<file path="src/rtl/alu_ctrl_issue_stage_pkg.sv">
// Shared encodings for the multi-lane ALU control issue stage: opcode/funct values,
// ALU control codes and the per-lane decode record.
package alu_ctrl_issue_stage_pkg;

    localparam int OPCODE_WIDTH = 6;
    localparam int FUNCT_WIDTH  = 6;
    localparam int ALU_CONTROL  = 5;

    typedef logic [OPCODE_WIDTH-1:0] opcode_t;
    typedef logic [FUNCT_WIDTH-1:0]  funct_t;
    typedef logic [ALU_CONTROL-1:0]  aluc_t;

    localparam opcode_t OP_RTYPE = 6'h00;
    localparam opcode_t OP_ADDI  = 6'h08;
    localparam opcode_t OP_ADDIU = 6'h09;
    localparam opcode_t OP_SLTI  = 6'h0A;
    localparam opcode_t OP_SLTIU = 6'h0B;
    localparam opcode_t OP_ANDI  = 6'h0C;
    localparam opcode_t OP_ORI   = 6'h0D;
    localparam opcode_t OP_XORI  = 6'h0E;
    localparam opcode_t OP_LUI   = 6'h0F;
    localparam opcode_t OP_LB    = 6'h20;
    localparam opcode_t OP_LH    = 6'h21;
    localparam opcode_t OP_LW    = 6'h23;
    localparam opcode_t OP_LBU   = 6'h24;
    localparam opcode_t OP_LHU   = 6'h25;
    localparam opcode_t OP_SB    = 6'h28;
    localparam opcode_t OP_SH    = 6'h29;
    localparam opcode_t OP_SW    = 6'h2B;

    localparam funct_t F_SLL  = 6'h00;
    localparam funct_t F_SRL  = 6'h02;
    localparam funct_t F_SRA  = 6'h03;
    localparam funct_t F_JR   = 6'h08;
    localparam funct_t F_ADD  = 6'h20;
    localparam funct_t F_ADDU = 6'h21;
    localparam funct_t F_SUB  = 6'h22;
    localparam funct_t F_SUBU = 6'h23;
    localparam funct_t F_AND  = 6'h24;
    localparam funct_t F_OR   = 6'h25;
    localparam funct_t F_XOR  = 6'h26;
    localparam funct_t F_NOR  = 6'h27;
    localparam funct_t F_SLT  = 6'h2A;
    localparam funct_t F_SLTU = 6'h2B;
    localparam funct_t F_EQ   = 6'h2C;
    localparam funct_t F_NEQ  = 6'h2D;
    localparam funct_t F_GE   = 6'h2E;
    localparam funct_t F_GEU  = 6'h2F;

    localparam aluc_t ALUC_ADD  = 5'd0;
    localparam aluc_t ALUC_SUB  = 5'd1;
    localparam aluc_t ALUC_AND  = 5'd2;
    localparam aluc_t ALUC_OR   = 5'd3;
    localparam aluc_t ALUC_NOR  = 5'd4;
    localparam aluc_t ALUC_SLT  = 5'd5;
    localparam aluc_t ALUC_SLTU = 5'd6;
    localparam aluc_t ALUC_SLL  = 5'd7;
    localparam aluc_t ALUC_SRL  = 5'd8;
    localparam aluc_t ALUC_SRA  = 5'd9;
    localparam aluc_t ALUC_EQ   = 5'd10;
    localparam aluc_t ALUC_NEQ  = 5'd11;
    localparam aluc_t ALUC_GE   = 5'd12;
    localparam aluc_t ALUC_GEU  = 5'd13;
    localparam aluc_t ALUC_ADDU = 5'd14;
    localparam aluc_t ALUC_XOR  = 5'd15;
    localparam aluc_t ALUC_SUBU = 5'd17;
    localparam aluc_t ALUC_LUI  = 5'd18;
    localparam aluc_t ALUC_JR   = 5'd19;

    typedef struct packed {
        aluc_t control;
        logic  uses_alu;
        logic  illegal;
    } lane_dec_t;

endpackage

</file>
<file path="src/rtl/alu_ctrl_lane_dec.sv">
// Single-lane ALU control decode, purely combinational; an invalid lane decodes to all zeros.
// Latency 0, no handshake of its own.
module alu_ctrl_lane_dec
    import alu_ctrl_issue_stage_pkg::*;
(
    input  logic                    lane_vld,
    input  logic [OPCODE_WIDTH-1:0] opcode,
    input  logic [FUNCT_WIDTH-1:0]  funct,
    output lane_dec_t               dec
);

    always_comb begin
        dec = '0;
        case (opcode)
            OP_RTYPE: begin
                dec.uses_alu = 1'b1;
                case (funct)
                    F_ADD:   dec.control = ALUC_ADD;
                    F_SUB:   dec.control = ALUC_SUB;
                    F_AND:   dec.control = ALUC_AND;
                    F_OR:    dec.control = ALUC_OR;
                    F_NOR:   dec.control = ALUC_NOR;
                    F_SLT:   dec.control = ALUC_SLT;
                    F_SLTU:  dec.control = ALUC_SLTU;
                    F_SLL:   dec.control = ALUC_SLL;
                    F_SRL:   dec.control = ALUC_SRL;
                    F_SRA:   dec.control = ALUC_SRA;
                    F_EQ:    dec.control = ALUC_EQ;
                    F_NEQ:   dec.control = ALUC_NEQ;
                    F_GE:    dec.control = ALUC_GE;
                    F_GEU:   dec.control = ALUC_GEU;
                    F_ADDU:  dec.control = ALUC_ADDU;
                    F_XOR:   dec.control = ALUC_XOR;
                    F_SUBU:  dec.control = ALUC_SUBU;
                    F_JR:    dec.control = ALUC_JR;
                    default: dec.illegal = 1'b1;
                endcase
            end
            OP_ADDI:  begin dec.uses_alu = 1'b1; dec.control = ALUC_ADD;  end
            OP_ADDIU: begin dec.uses_alu = 1'b1; dec.control = ALUC_ADDU; end
            OP_SLTI:  begin dec.uses_alu = 1'b1; dec.control = ALUC_SLT;  end
            OP_SLTIU: begin dec.uses_alu = 1'b1; dec.control = ALUC_SLTU; end
            OP_ANDI:  begin dec.uses_alu = 1'b1; dec.control = ALUC_AND;  end
            OP_ORI:   begin dec.uses_alu = 1'b1; dec.control = ALUC_OR;   end
            OP_XORI:  begin dec.uses_alu = 1'b1; dec.control = ALUC_XOR;  end
            OP_LUI:   begin dec.uses_alu = 1'b1; dec.control = ALUC_LUI;  end
            // Memory ops use the ALU for address generation.
            OP_LW, OP_LB, OP_LH, OP_LBU, OP_LHU, OP_SW, OP_SB, OP_SH: begin
                dec.uses_alu = 1'b1;
                dec.control  = ALUC_ADD;
            end
            default: dec = '0;
        endcase
        if (!lane_vld) begin
            dec = '0;
        end
    end

endmodule

</file>
<file path="src/rtl/alu_ctrl_issue_stage.sv">
// Multi-lane ALU control decode between superscalar decode and issue, with a saturating illegal count.
// Latency 1 cycle from accept to output valid; main + skid registers keep full throughput.
// Ready is ~skid_full from a flop, so downstream ready never reaches upstream combinationally.
module alu_ctrl_issue_stage
    import alu_ctrl_issue_stage_pkg::*;
#(
    parameter int ISSUE_WIDTH = 2,
    parameter int CNT_WIDTH   = 8
) (
    input  logic                              acs_i_clk,
    input  logic                              acs_i_rst_n,
    input  logic                              acs_i_flush,
    input  logic                              acs_i_valid,
    output logic                              acs_o_ready,
    input  logic [ISSUE_WIDTH-1:0]            acs_i_lane_vld,
    input  logic [ISSUE_WIDTH*OPCODE_WIDTH-1:0] acs_i_opcode,
    input  logic [ISSUE_WIDTH*FUNCT_WIDTH-1:0]  acs_i_funct,
    output logic                              acs_o_valid,
    input  logic                              acs_i_ready,
    output logic [ISSUE_WIDTH-1:0]            acs_o_lane_vld,
    output logic [ISSUE_WIDTH*ALU_CONTROL-1:0] acs_o_control,
    output logic [ISSUE_WIDTH-1:0]            acs_o_uses_alu,
    output logic [ISSUE_WIDTH-1:0]            acs_o_illegal,
    output logic [CNT_WIDTH-1:0]              acs_o_ill_cnt
);

    localparam int SUM_W = CNT_WIDTH + 3;
    localparam logic [CNT_WIDTH-1:0] CNT_MAX = '1;

    typedef struct packed {
        logic [ISSUE_WIDTH-1:0]             lane_vld;
        logic [ISSUE_WIDTH*ALU_CONTROL-1:0] control;
        logic [ISSUE_WIDTH-1:0]             uses_alu;
        logic [ISSUE_WIDTH-1:0]             illegal;
    } bundle_t;

    lane_dec_t                          lane_dec [ISSUE_WIDTH];
    logic [ISSUE_WIDTH*ALU_CONTROL-1:0] in_ctrl;
    logic [ISSUE_WIDTH-1:0]             in_uses;
    logic [ISSUE_WIDTH-1:0]             in_ill;
    bundle_t                            in_bun;

    bundle_t                main_q;
    bundle_t                skid_q;
    logic                   main_vld;
    logic                   skid_vld;
    logic [CNT_WIDTH-1:0]   ill_cnt;
    logic [SUM_W-1:0]       ill_sum;
    logic [CNT_WIDTH-1:0]   cnt_nxt;
    logic                   accept;
    logic                   deliver;

    for (genvar k = 0; k < ISSUE_WIDTH; k++) begin : g_lane
        alu_ctrl_lane_dec u_dec (
            .lane_vld (acs_i_lane_vld[k]),
            .opcode   (acs_i_opcode[k*OPCODE_WIDTH +: OPCODE_WIDTH]),
            .funct    (acs_i_funct[k*FUNCT_WIDTH +: FUNCT_WIDTH]),
            .dec      (lane_dec[k])
        );
        assign in_ctrl[k*ALU_CONTROL +: ALU_CONTROL] = lane_dec[k].control;
        assign in_uses[k] = lane_dec[k].uses_alu;
        assign in_ill[k]  = lane_dec[k].illegal;
    end

    assign in_bun = '{lane_vld: acs_i_lane_vld, control: in_ctrl, uses_alu: in_uses, illegal: in_ill};

    assign accept  = acs_i_valid & ~skid_vld;
    assign deliver = main_vld & acs_i_ready;

    always_ff @(posedge acs_i_clk or negedge acs_i_rst_n) begin
        if (!acs_i_rst_n) begin
            main_vld <= 1'b0;
            skid_vld <= 1'b0;
            main_q   <= '0;
            skid_q   <= '0;
        end else if (acs_i_flush) begin
            main_vld <= 1'b0;
            skid_vld <= 1'b0;
        end else if (deliver) begin
            // Skid is drained first; ready was low, so no accept can coincide with it.
            if (skid_vld) begin
                main_q   <= skid_q;
                skid_vld <= 1'b0;
            end else if (accept) begin
                main_q   <= in_bun;
            end else begin
                main_vld <= 1'b0;
            end
        end else if (accept) begin
            if (main_vld) begin
                skid_q   <= in_bun;
                skid_vld <= 1'b1;
            end else begin
                main_q   <= in_bun;
                main_vld <= 1'b1;
            end
        end
    end

    always_comb begin
        ill_sum = SUM_W'(ill_cnt);
        for (int k = 0; k < ISSUE_WIDTH; k++) begin
            ill_sum = ill_sum + SUM_W'(main_q.illegal[k] & main_q.lane_vld[k]);
        end
        cnt_nxt = (ill_sum > SUM_W'(CNT_MAX)) ? CNT_MAX : ill_sum[CNT_WIDTH-1:0];
    end

    // Flush deliberately leaves the count alone; only reset clears it.
    always_ff @(posedge acs_i_clk or negedge acs_i_rst_n) begin
        if (!acs_i_rst_n) begin
            ill_cnt <= '0;
        end else if (deliver && !acs_i_flush) begin
            ill_cnt <= cnt_nxt;
        end
    end

    assign acs_o_ready    = ~skid_vld;
    assign acs_o_valid    = main_vld;
    assign acs_o_lane_vld = main_q.lane_vld;
    assign acs_o_control  = main_q.control;
    assign acs_o_uses_alu = main_q.uses_alu;
    assign acs_o_illegal  = main_q.illegal;
    assign acs_o_ill_cnt  = ill_cnt;

endmodule

</file>
<file path="config.mk">
export PLATFORM = sky130hd
export DESIGN_NAME = alu_ctrl_issue_stage
export DESIGN_NICKNAME = d
export VERILOG_FILES = /design/src/rtl/alu_ctrl_issue_stage_pkg.sv /design/src/rtl/alu_ctrl_lane_dec.sv /design/src/rtl/alu_ctrl_issue_stage.sv
export SDC_FILE = /design/constraint.sdc
export NUM_CORES = 1
export LEC_CHECK = 0
export CAP_MARGIN = 20
export CORE_ASPECT_RATIO = 1.2
export CORE_UTILIZATION = 57
export DETAILED_ROUTE_END_ITERATION = 10
export PLACE_DENSITY = 0.86
export SLEW_MARGIN = 20
export SYNTH_ARGS = -nofsm -noshare
export SYNTH_HDL_FRONTEND = slang
export SYNTH_HIERARCHICAL = 1
export SYNTH_SLANG_ARGS = --single-unit
</file>
<file path="constraint.sdc">
create_clock -name acs_i_clk -period 3.9 [get_ports acs_i_clk]
set_input_delay 0.78 -clock acs_i_clk [delete_from_list [all_inputs] [get_ports acs_i_clk]]
set_output_delay 0.78 -clock acs_i_clk [all_outputs]
set_load 0.03 [all_outputs]
</file>
---- After elaboration in Yosys (flattened, before gate mapping) ----
Cells that the tools add are included.
word-level totals
  input port bits ......................... 31
  output and inout bits ................... 26
  register bits ........................... 42
  logic and storage cells ................. 133
cells by class
  equal/unequal tests ..................... 69
  reductions and logical operators ........ 18
  add/subtract/negate cells ............... 2
  multiplexer cells ....................... 25
  bitwise logic cells ..................... 7
  $lt $le $gt $ge ......................... 1
operators by type and width
  cell                                                                     number
  6-bit equality test, second input constant                               44
  5-bit case mux with 17 select lines                                      2
  6-bit by 4-bit equality test with 1-bit output, second input constant    18
  6-bit case mux with 9 select lines                                       2
  16-bit 2-to-1 mux                                                        5
  18-bit OR reduction                                                      2
  6-bit by 2-bit equality test with 1-bit output, second input constant    4
  6-bit zero test                                                          4
  9-bit OR reduction                                                       2
  7-bit 2-to-1 mux                                                         2
  1-bit 2-to-1 mux                                                         13
  9-bit by 1-bit adder with 10-bit output                                  1
  10-bit by 8-bit > comparator with 1-bit output, second input constant    1
  8-bit by 1-bit adder with 9-bit output                                   1
  8-bit 2-to-1 mux                                                         1
  4-bit AND reduction                                                      2
  3-bit inequality test, second input constant                             2
  3-bit nonzero test                                                       2
  1-bit AND                                                                4
  2-bit nonzero test                                                       2
  1-bit inverter                                                           3
  3-bit AND reduction                                                      1
  2-bit by 1-bit inequality test with 1-bit output, second input constant  1
  2-bit AND reduction                                                      1
  other kinds (2)                                                          2

---- Depth between registers and ports, before layout ----
  word-level depth ........................ 8
  depth in mapped cells ................... 7
  gate-level depth less buffers ........... 7

---- Modules after synthesis ----
The synthesis kept the hierarchy.
modules (own cells, without submodules)
  module                seq. area each (um2)  cells an instance  area an instance (um2)  instances
  alu_ctrl_issue_stage  1,051.0               147                2,054.5                 1
  alu_ctrl_lane_dec     0.0                   78                 479.2                   2

---- Worst setup path before layout ----
No wires, ideal clock.
  path type ............................... input port to flip-flop
  start point ............................. input acs_i_opcode[6]
  end point ............................... register main_q (netlist bit acs_o_control[6])
  path slack .............................. 1,626 ps
  data arrival time ....................... 2,209 ps
  cell stages on the path ................. 7
  path through ............................ buf_6 > or4_4 > nor4_4 > o211ai_1 > a21oi_1 > mux2_2 > mux2_4
RTL lines
  what                  line                        source
  from (decl)           alu_ctrl_issue_stage.sv:16  input logic [ISSUE_WIDTH*OPCODE_WIDTH-1:0] acs_i_opcode,
  to (signal assigned)  alu_ctrl_issue_stage.sv:82  main_q <= skid_q;
  to (signal assigned)  alu_ctrl_issue_stage.sv:85  main_q <= in_bun;
  to (signal assigned)  alu_ctrl_issue_stage.sv:94  main_q <= in_bun;
  to (decl)             alu_ctrl_issue_stage.sv:43  bundle_t main_q;

==> key figures <==
Clock tree
  – Post-cts sizing count: 0
  – Clk sinks: 42
  – Worst-skew pair later-pin latency: 0.30 ns
  – CTS Hold Bufs: 0
  – CTS tree: built
  – Total CTS buffers: 5
  – Reg clk slew, reported paths: 0.08 ns
  – CTS root buffer: clkbuf_8
  – H-tree Lvls: 2
  – Post-CTS setup buffers: 0
  – Clock buffer depth: 2

Placed design
  – Routability cong.: 0.863
  – DP HPWL: between 4 and 5 mm
  – Placement Setup Slack: 0.940 ns
  – DP Area: 3520 sq um
  – Post-Place Cells: 401
  – Input/output buffers: 56

Final layout
  – Antenna diode count: 0
  – Final std cells w/o fill: 409
  – Final net count: 381
  – Filler cells: 395
  – Post-layout util: 0.721
  – Design area: around 3600 sq um
  – Synthesis-to-finish area growth: 19.8%
  – Layout cell share with drive strength beyond 1: 0.223

Synthesis
  – Largest cells by area after synthesis: dfrtp_1 (35%), mux2_2 (15%), mux2_4 (5.0%), a21oi_1 (4.2%), nand2_1 (3.7%)
  – Area share of the leading cell type in the synthesized netlist: 0.349
  – Count of different cell masters after synthesis: 58
  – Sequential area share after synthesis: 0.349
  – Post-synthesis cell area: about 3000 sq um
  – Yosys warns: 6
  – Ys async rst share: 1.00
  – EDFF count, synth: 0
  – Synth area leader: dfrtp_1
  – Flops & latches, synth: 42
  – Syn Nets: 336
  – Mapped Cells: 303
  – Ys flop type: dfrtp_1
  – Mean Syn Cell Area: 9.94 sq um

Floorplanning
  – Die area: 5580 sq um
  – Cell Rows: 28
  – # IOs: 57
  – CORE AREA: 5010 sq um
  – Starting Density: 0.601
  – Die width: 68.4 um
  – Die Span Y: between 80 and 90 um

Worst setup path
  – Worst EP required: 4.14 ns
  – CP Data Arrival Time: 2.92 ns
  – Crit-path max FO: 14
  – CP cell instances: clkdlybuf4s50_1 -> or4b_1 -> a21boi_0 -> o21ai_1 -> a21oi_1 -> mux2_2 -> mux2_4
  – Buffer and inverter count on the worst path: 1
  – Crit Path Category: in2reg
  – CP max stage cell: clkdlybuf4s50_1
  – Worst Setup Start Kind: input pin
  – Max stage delay on crit path: 0.63 ns
  – CP endpoint kind: flip-flop
  – Crit path max-delay family: buffers and inverters

GRT
  – Initial antenna violation count: 0
  – Total track usage: 0.244
  – Grt ovf: 0
  – Pin count of the biggest net entering global routing: 43
  – First-pass GRT wire length: 10.1 mm
  – Vias in the first global route: about 2200

Timing
  – Fin Hold WS: 0.508 ns
  – Final setup viols: 0
  – Max Fclk: 373 MHz
  – Clock skew: 0.00464 ns
  – Setup TNS: 0 ns
  – Pins Over Slew Limit: 0
  – Final hold violation count: 0
  – Final min period: between 2 and 3 ns
  – Setup ws final: around 1.2 ns
  – Transition time of the tightest slew-check pin: 0.905 ns
  – Max_slew headroom: 0.397
  – Period utilisation layout: 0.687
  – RSZ-0062 raised after global routing: false

Flow run
  – Max cap viols: 0

Detailed routing
  – Drt wl/cell: 15.7 um
  – Post-route DRC: 0
  – Final wirelength: ~6.4 mm
  – Post-DRT Antenna Nets: 0
  – Routed via count: 2493
  – Number of vias per cell: about 6.1
  – DR iter-0 viols: roughly 200
  – Drt pass-1 iters: 4

Power
  – Tot Pwr: 1.03 mW
  – VDD IR-drop max: ~0.28 mV
  – PwrDens: about 290 nW/um^2
  – Lkg Pwr: 1.53 nW

Status
  – Status: completed

Hold path
  – HP Class: reg2reg
==> cells by family (layout without fill, tap and decap cells) <==
kind of cell	count (synthesis)	in the layout	synth area share
buffers and inverters	32	78	0.0615
multiplexers	53	53	0.210
adder cells (fa/ha/maj)	2	2	0.0108
AND/OR/NAND/NOR	108	108	0.224
flip-flops	42	42	0.349
AO/OA/AOI/OAI	64	64	0.139
XOR/XNOR	2	2	0.00582
==> worst register-to-register path: stages, from the launching register on <==
cell     delay, ns
dfrtp_1       0.39
inv_1         0.08
fa_1          0.45
inv_1         0.07
ha_1          0.25
and4_1        0.32
nand2_1       0.08
a41oi_1       0.20
==> flip-flops by register name, summed over array words and instances (netlist names) <==
| name | flops |
|---|---|
| acs_o_lane_vld | 2 |
| acs_o_illegal | 2 |
| skid_q | 16 |
| acs_o_valid | 1 |
| acs_o_ill_cnt | 8 |
| skid_vld | 1 |
| acs_o_uses_alu | 2 |
| acs_o_control | 10 |
==> layout make-up <==
cell class | count | area (sq um) | share of cell area
Multi-Input combinational cell | 229 | 1780 | 0.492
Sequential cell | 42 | 1050 | 0.291
Clock inverter | 1 | 5.00 | 0.00139
Timing Repair Buffer | 58 | 571 | 0.158
Tap cell | 60 | 75.1 | 0.0208
Clock buffer | 7 | 86.3 | 0.0239
Inverter | 12 | 45.0 | 0.0125
==> cell usage after synthesis (all sizes together) (5+ instances only) <==
cell type	number
nor3	6
nand3	10
nand4	7
mux2	51
buf	8
clkbuf	12
nand2	30
or2	5
nand2b	5
o21ai	9
inv	12
dfrtp	42
nor2	10
a21oi	25
o22ai	6
==> where the power goes <==
group / internal, mW / total [mW] / switching [mW]
Combinational: 0.119 / 0.258 / 0.139
Clock: 0.143 / 0.289 / 0.146
Sequential: 0.462 / 0.485 / 0.0223
Total: 0.724 / 1.03 / 0.307
==> cells in the final DEF (no fill, tap or decap), types with 3 or more instances in the layout <==
cell / n
a41oi_1: 3
nand4_1: 7
nand3_1: 9
nor2_1: 10
and3b_1: 3
clkdlybuf4s50_1: 55
mux2_2: 41
o211ai_1: 4
or3_1: 4
mux2_4: 10
clkbuf_8: 6
nand3b_1: 4
nand2_1: 30
a21boi_0: 4
nor3_1: 6
o21ai_1: 4
inv_1: 12
dfrtp_1: 42
o21ai_0: 3
o21a_1: 4
a21oi_1: 25
o22ai_1: 6
nand2b_1: 4
==> path summary, 6_finish.rpt <==
| check | slack, ns | startpoint | cells after the start | to |
|---|---|---|---|---|
| worst max-delay path | 1.22 | acs_i_funct[7] | 7 | acs_o_control[8] |
| worst min-delay path | 0.51 | skid_q[9] | 1 | skid_q[9] |
| worst max register to register | 1.98 | acs_o_ill_cnt[0] | 7 | acs_o_ill_cnt[3] |
| worst min register to register | 0.51 | skid_q[9] | 1 | skid_q[9] |
| max in group asynchronous | 2.73 | acs_i_rst_n | 1 | acs_o_control[1] |
| min in group asynchronous | 0.61 | acs_i_rst_n | 1 | acs_o_ill_cnt[2] |
==> per-layer routing <==
metal / global-route usage / wire [um] / vias up
met5: 0 / 0 / -
met4: 0.0792 / 78 / 0
met2: 0.388 / 3020 / 77
met1: 0.332 / 2970 / 1203
met3: 0.0458 / 363 / 9
li1: - / - / 1204
(Power assumes the default switching activity.)
